$ cat src/rtl/seq_divider_if.sv
// Operand/result bundle for the sequential divider.
// master drives operands and the ctrl_DIV start pulse; slave returns
// quotient, remainder, divide-by-zero flag and the one-cycle ready pulse.
interface seq_divider_if #(
    parameter int WIDTH = 32
);
    logic [WIDTH-1:0] data_operandA;
    logic [WIDTH-1:0] data_operandB;
    logic             ctrl_DIV;
    logic [WIDTH-1:0] data_result;
    logic [WIDTH-1:0] data_remainder;
    logic             data_exception;
    logic             data_resultRDY;

    modport master (
        output data_operandA,
        output data_operandB,
        output ctrl_DIV,
        input  data_result,
        input  data_remainder,
        input  data_exception,
        input  data_resultRDY
    );

    modport slave (
        input  data_operandA,
        input  data_operandB,
        input  ctrl_DIV,
        output data_result,
        output data_remainder,
        output data_exception,
        output data_resultRDY
    );
endinterface

$ cat src/rtl/seq_divider.sv
// Multi-cycle signed restoring divider, one quotient bit per cycle.
// Ports: clock, reset (sync, active-high), bus (seq_divider_if.slave):
//   operands A/B and ctrl_DIV start in; quotient, remainder,
//   divide-by-zero flag and one-cycle data_resultRDY pulse out.
module seq_divider #(
    parameter int WIDTH = 32
) (
    input  logic         clock,
    input  logic         reset,
    seq_divider_if.slave bus
);
    localparam int CW = $clog2(WIDTH + 1);

    typedef enum logic [1:0] {
        IDLE,
        RUN,
        DONE
    } state_t;

    state_t           state_q, state_d;
    logic [CW-1:0]    cnt_q, cnt_d;
    logic [WIDTH:0]   p_q, p_d;
    logic [WIDTH-1:0] q_q, q_d;
    logic [WIDTH-1:0] b_q, b_d;
    logic             sgn_q_q, sgn_q_d;
    logic             sgn_r_q, sgn_r_d;
    logic [WIDTH-1:0] result_q, result_d;
    logic [WIDTH-1:0] rem_q, rem_d;
    logic             exc_q, exc_d;
    logic             rdy_q, rdy_d;

    logic [WIDTH:0]   p_sh;
    logic [WIDTH:0]   t;
    logic [WIDTH-1:0] abs_a;
    logic [WIDTH-1:0] abs_b;

    always_comb begin
        state_d  = state_q;
        cnt_d    = cnt_q;
        p_d      = p_q;
        q_d      = q_q;
        b_d      = b_q;
        sgn_q_d  = sgn_q_q;
        sgn_r_d  = sgn_r_q;
        result_d = result_q;
        rem_d    = rem_q;
        exc_d    = exc_q;
        rdy_d    = 1'b0;

        abs_a = bus.data_operandA[WIDTH-1]
              ? (~bus.data_operandA) + WIDTH'(1)
              : bus.data_operandA;
        abs_b = bus.data_operandB[WIDTH-1]
              ? (~bus.data_operandB) + WIDTH'(1)
              : bus.data_operandB;

        // Shift in the next dividend bit, then trial-subtract |B|;
        // t[WIDTH] is the sign of the trial difference.
        p_sh = {p_q[WIDTH-1:0], q_q[WIDTH-1]};
        t    = p_sh + ~{1'b0, b_q} + (WIDTH+1)'(1);

        if (bus.ctrl_DIV) begin
            // A start edge in any state abandons the current divide.
            sgn_q_d = bus.data_operandA[WIDTH-1] ^ bus.data_operandB[WIDTH-1];
            sgn_r_d = bus.data_operandA[WIDTH-1];
            q_d     = abs_a;
            b_d     = abs_b;
            p_d     = '0;
            cnt_d   = '0;
            exc_d   = 1'b0;
            state_d = (bus.data_operandB == '0) ? DONE : RUN;
        end else begin
            unique case (state_q)
                IDLE: begin
                end
                RUN: begin
                    if (!t[WIDTH]) begin
                        p_d = t;
                        q_d = {q_q[WIDTH-2:0], 1'b1};
                    end else begin
                        p_d = p_sh;
                        q_d = {q_q[WIDTH-2:0], 1'b0};
                    end
                    cnt_d = cnt_q + CW'(1);
                    if (cnt_q == CW'(WIDTH - 1)) begin
                        state_d = DONE;
                    end
                end
                DONE: begin
                    // |B| is zero only when the divisor was zero.
                    if (b_q == '0) begin
                        exc_d    = 1'b1;
                        result_d = '0;
                        rem_d    = '0;
                    end else begin
                        result_d = sgn_q_q ? (~q_q) + WIDTH'(1) : q_q;
                        rem_d    = sgn_r_q ? (~p_q[WIDTH-1:0]) + WIDTH'(1)
                                           : p_q[WIDTH-1:0];
                    end
                    rdy_d   = 1'b1;
                    state_d = IDLE;
                end
                default: begin
                    state_d = IDLE;
                end
            endcase
        end
    end

    always_ff @(posedge clock) begin
        if (reset) begin
            state_q  <= IDLE;
            cnt_q    <= '0;
            p_q      <= '0;
            q_q      <= '0;
            b_q      <= '0;
            sgn_q_q  <= 1'b0;
            sgn_r_q  <= 1'b0;
            result_q <= '0;
            rem_q    <= '0;
            exc_q    <= 1'b0;
            rdy_q    <= 1'b0;
        end else begin
            state_q  <= state_d;
            cnt_q    <= cnt_d;
            p_q      <= p_d;
            q_q      <= q_d;
            b_q      <= b_d;
            sgn_q_q  <= sgn_q_d;
            sgn_r_q  <= sgn_r_d;
            result_q <= result_d;
            rem_q    <= rem_d;
            exc_q    <= exc_d;
            rdy_q    <= rdy_d;
        end
    end

    assign bus.data_result    = result_q;
    assign bus.data_remainder = rem_q;
    assign bus.data_exception = exc_q;
    assign bus.data_resultRDY = rdy_q;
endmodule

$ cat src/flat_wrapper.sv
// flat-port wrapper written by rule: the top's interface ports become plain ports
module seq_divider_flat 
#(
    parameter int WIDTH = 32
)
  (clock, reset, bus_data_operandA, bus_data_operandB, bus_ctrl_DIV, bus_data_result, bus_data_remainder, bus_data_exception, bus_data_resultRDY);
  seq_divider_if #(.WIDTH(WIDTH)) bus_i ();
  input  logic clock;
  input  logic reset;
  input wire logic [$bits(bus_i.data_operandA)-1:0] bus_data_operandA;
  input wire logic [$bits(bus_i.data_operandB)-1:0] bus_data_operandB;
  input wire logic [$bits(bus_i.ctrl_DIV)-1:0] bus_ctrl_DIV;
  output wire logic [$bits(bus_i.data_result)-1:0] bus_data_result;
  output wire logic [$bits(bus_i.data_remainder)-1:0] bus_data_remainder;
  output wire logic [$bits(bus_i.data_exception)-1:0] bus_data_exception;
  output wire logic [$bits(bus_i.data_resultRDY)-1:0] bus_data_resultRDY;
  assign bus_i.data_operandA = bus_data_operandA;
  assign bus_i.data_operandB = bus_data_operandB;
  assign bus_i.ctrl_DIV = bus_ctrl_DIV;
  assign bus_data_result = bus_i.data_result;
  assign bus_data_remainder = bus_i.data_remainder;
  assign bus_data_exception = bus_i.data_exception;
  assign bus_data_resultRDY = bus_i.data_resultRDY;
  seq_divider #(.WIDTH(WIDTH)) u_core (.clock(clock), .reset(reset), .bus(bus_i));
endmodule
$ cat config.mk
export PLATFORM = sky130hd
export DESIGN_NAME = seq_divider_flat
export DESIGN_NICKNAME = d
export VERILOG_FILES = /design/src/rtl/seq_divider_if.sv /design/src/rtl/seq_divider.sv /design/src/flat_wrapper.sv
export SDC_FILE = /design/constraint.sdc
export NUM_CORES = 1
export LEC_CHECK = 0
export ABC_AREA = 1
export CORE_ASPECT_RATIO = 1.2
export CORE_MARGIN = 4
export CORE_UTILIZATION = 30
export DETAILED_ROUTE_END_ITERATION = 7
export PLACE_DENSITY = 0.47
export SYNTH_ARGS = -nofsm -noshare
export SYNTH_HDL_FRONTEND = slang
export SYNTH_SLANG_ARGS = --single-unit
export TNS_END_PERCENT = 30
$ cat constraint.sdc
create_clock -name clock -period 2.2 [get_ports clock]
set_input_delay 0.44 -clock clock [delete_from_list [all_inputs] [get_ports clock]]
set_output_delay 0.44 -clock clock [all_outputs]
set_load 0.01 [all_outputs]
==> reports/qor.txt <==
status = finished, violations left
failing checks = setup timing
CP required = 2560 ps
crit path launch type = flop
Synth warnings = 0
RePlAce Congestion = 0.9287
RSZ-0062 raised after global routing = true
Vias per Instance = 4.848
nets = 2572
via count = 14640
Final Hold Viols = 0
Die W = 194.8 um
Root Buffer = clkbuf_16
Worst-path clk slew = 80 ps
top_reg_cell synth = dfxtp_1
Pleak = 8.238 nW
post-synthesis sequential area ratio = 27.40%
Mapped Avg Cell Area = 5.925 um2
largest net degree at the start of global routing = 68
PD cells = 489.3 mW/mm2
first-pass iteration count of the detailed router = 5
top cells by area, synth = dfxtp_1, nand2_1, inv_1, a21oi_1, nand3_1
Die Height = 232.2 um
worst clock skew = 20.11 ps
Mapped Nets = 2226
Synth area leader = dfxtp_1
worst hold slack = 330.2 ps
Ant. Diodes = 0
# H-tree levels = 4
Post-synth EDFFs = 0
PortBufs = 132
Initial Utilization = 30.62%
TritonCTS Buffers = 17
Async S/R FF share, synth = 0%
# setup viols final = 11
area share of the largest cell type after synthesis = 27.40%
GR Overflow Total = 0
Max Root-Sink Buffers = 2
Crit. End Element = flop
max capacitance violation total = 0
min Tclk post-route = 2228 ps
Rel. slew slack = 66.36%
multi-input logic area = 0.008199 mm2
initial antenna violation count = 0
Worst VDD drop = 574.0 uV
hold_buf cts = 0
FP Rows = 81
worst hold path endpoint = u_core.q_q[2]
worst r2r src = u_core.q_q[31]
Placed Area = 0.01636 mm2
hold depth = 2
Crit Path Category = reg -> reg
Worst R2R Path Depth = 19
vias in the first global route = 14300
wire per inst = 16.90 um
Min-Delay Startpoint = reset
Final ANT Viol Nets = 0
share of the clock period used by the worst path = 101.3%
Ports = 133
min setup slack post-route = -27.97 ps
max-slew violation count = 0
flops & latches, synth = 172
Worst Tran Pin Value = 504.0 ps
Mapped Area = 0.01257 mm2
Routed WL = 51010 um
Min-Delay Path Class = in -> reg
share of cells above drive strength 1 = 20.20%
worst-skew pair later-pin latency = 470 ps
fillers = 4428
die footprint = 0.04524 mm2
first-pass GRT wire length = 78340 um
CTS tree = built
Storage cell area = 0.003467 mm2
most frequent cell after synthesis = nand2_1
P&R area growth vs syn = 41.69%
All-Layer GR Usage = 21.92%
design area = 0.01781 mm2
Core Util, Final = 43.38%
CP Data Arrival Time = 2590 ps
DRC viols = 0
TritonCTS Sinks = 172
Core Region = 0.04105 mm2
Worst R2R End = u_core.p_q[23]
Post-Synthesis Cells = 2121
hpwl dp = 41320 um
critical path peak fanout = 8
Critical Path Source = u_core.q_q[31]
Netlist cell types = 52
R2R setup slack = -30 ps
Detailed Route Iter0 Violations = 899
fmax = 448.8 MHz
top cells by count, synth = nand2_1, inv_1, a21oi_1
-- final cells by class --
type / instances / share of cell area [%]
tap: 539 / 3.788
timing repair buffer: 401 / 20.16
inverter: 333 / 7.055
sequential: 172 / 19.47
multi-input combinational: 1542 / 46.05
clock buffer: 17 / 2.389
clock inverter: 15 / 1.089
-- worst max-delay path by stage --
stage,endpoint,slack (ps)
after detailed placement,u_core.b_q[30],-210
after global placement,u_core.b_q[28],-180
after CTS,u_core.p_q[2],-40
after floorplan,u_core.p_q[27],40
final,u_core.p_q[23],-30
after global routing,u_core.p_q[23],-150
-- layout by cell type (no fill, tap or decap), drive strengths merged, types with 2 or more instances in the layout --
cell / n
ha: 37
o21a: 4
o31ai: 11
inv: 340
o22ai: 36
dfxtp: 172
xor2: 16
a31oi: 10
clkinv: 5
a21oi: 189
nor3: 36
nand3b: 10
o21ai: 117
o221ai: 2
nor4: 7
a32o: 2
nor2: 166
o32ai: 7
xnor2: 3
and2: 2
clkbuf: 19
nand4: 30
o211ai: 7
buf: 268
and3: 6
nand3: 174
or2: 10
clkinvlp: 2
nand2: 652
clkdlybuf4s50: 131
-- state kept, by name (all words and copies together), names as in the netlist --
signal	count
u_core.b_q	32
u_core.bus.data_exception	1
u_core.bus.data_remainder	32
u_core.bus.data_result	32
u_core.bus.data_resultRDY	1
u_core.cnt_q	6
u_core.p_q	32
u_core.q_q	32
u_core.sgn_q_q	1
u_core.sgn_r_q	1
u_core.state_q	2
-- worst max-delay path, cell delays in order (launching register included) --
cell and delay, ps:
dfxtp_2 340, inv_2 50, ha_4 150, fa_2 350
inv_2 60, nand2_2 40, nand2_2 70, nand3_2 60
nand2_2 100, nand2_2 70, nand2_4 80, nand2_4 80
nand2_4 90, nand2_4 70, nand2_8 100, buf_12 110
buf_16 120, nand2_1 70, nand3_1 60, a21oi_1 60
-- report_power, final --
group          internal (mW)  leakage [nW]  switching [mW]
Clock                   1.65         0.300            1.58
Sequential              3.21          1.41          0.0916
Combinational          0.895          6.53            1.28
Total                   5.76          8.24            2.95
-- routing by layer --
| metal | GRT usage [%] | part of all wire, % |
|---|---|---|
| met1 | 24.18 | 40 |
| met2 | 43.25 | 54 |
| met3 | 2.278 | 2.5 |
| met4 | 7.617 | 3.3 |
| met5 | 0 | 0 |
-- per-stage QoR --
step | instances | TNS (ps) | setup slack (ps) | total power [mW]
final | 3019 | -137.2 | -27.97 | 8.712
after global routing | 3019 | -3807 | -148.7 | 9.156
after CTS | 3017 | -363.9 | -38.08 | 8.733
after detailed placement | 2977 | -5076 | -205.6 | 5.412
after global placement | 2977 | -3358 | -179.5 | 5.409
after floorplan | 2121 | 0 | 38.14 | 4.415
-- kinds of logic after synthesis --
kind of cell	share of synthesized area, %
AOI/OAI and AO/OA	17.18
and+or+nand+nor	37.57
xor gates and xnor gates	1.324
adders and majority gates	3.843
DFF	27.40
buffers and inverters	12.67
-- timing repair --
action	CTS	global route
gates resized for setup	57	102
cloned	1	2
pin swaps	10	24
buffers inserted	7	1
hold endpoints to repair	0	0
endpoints found under the setup margin	36	46
(Power assumes the default switching activity.)
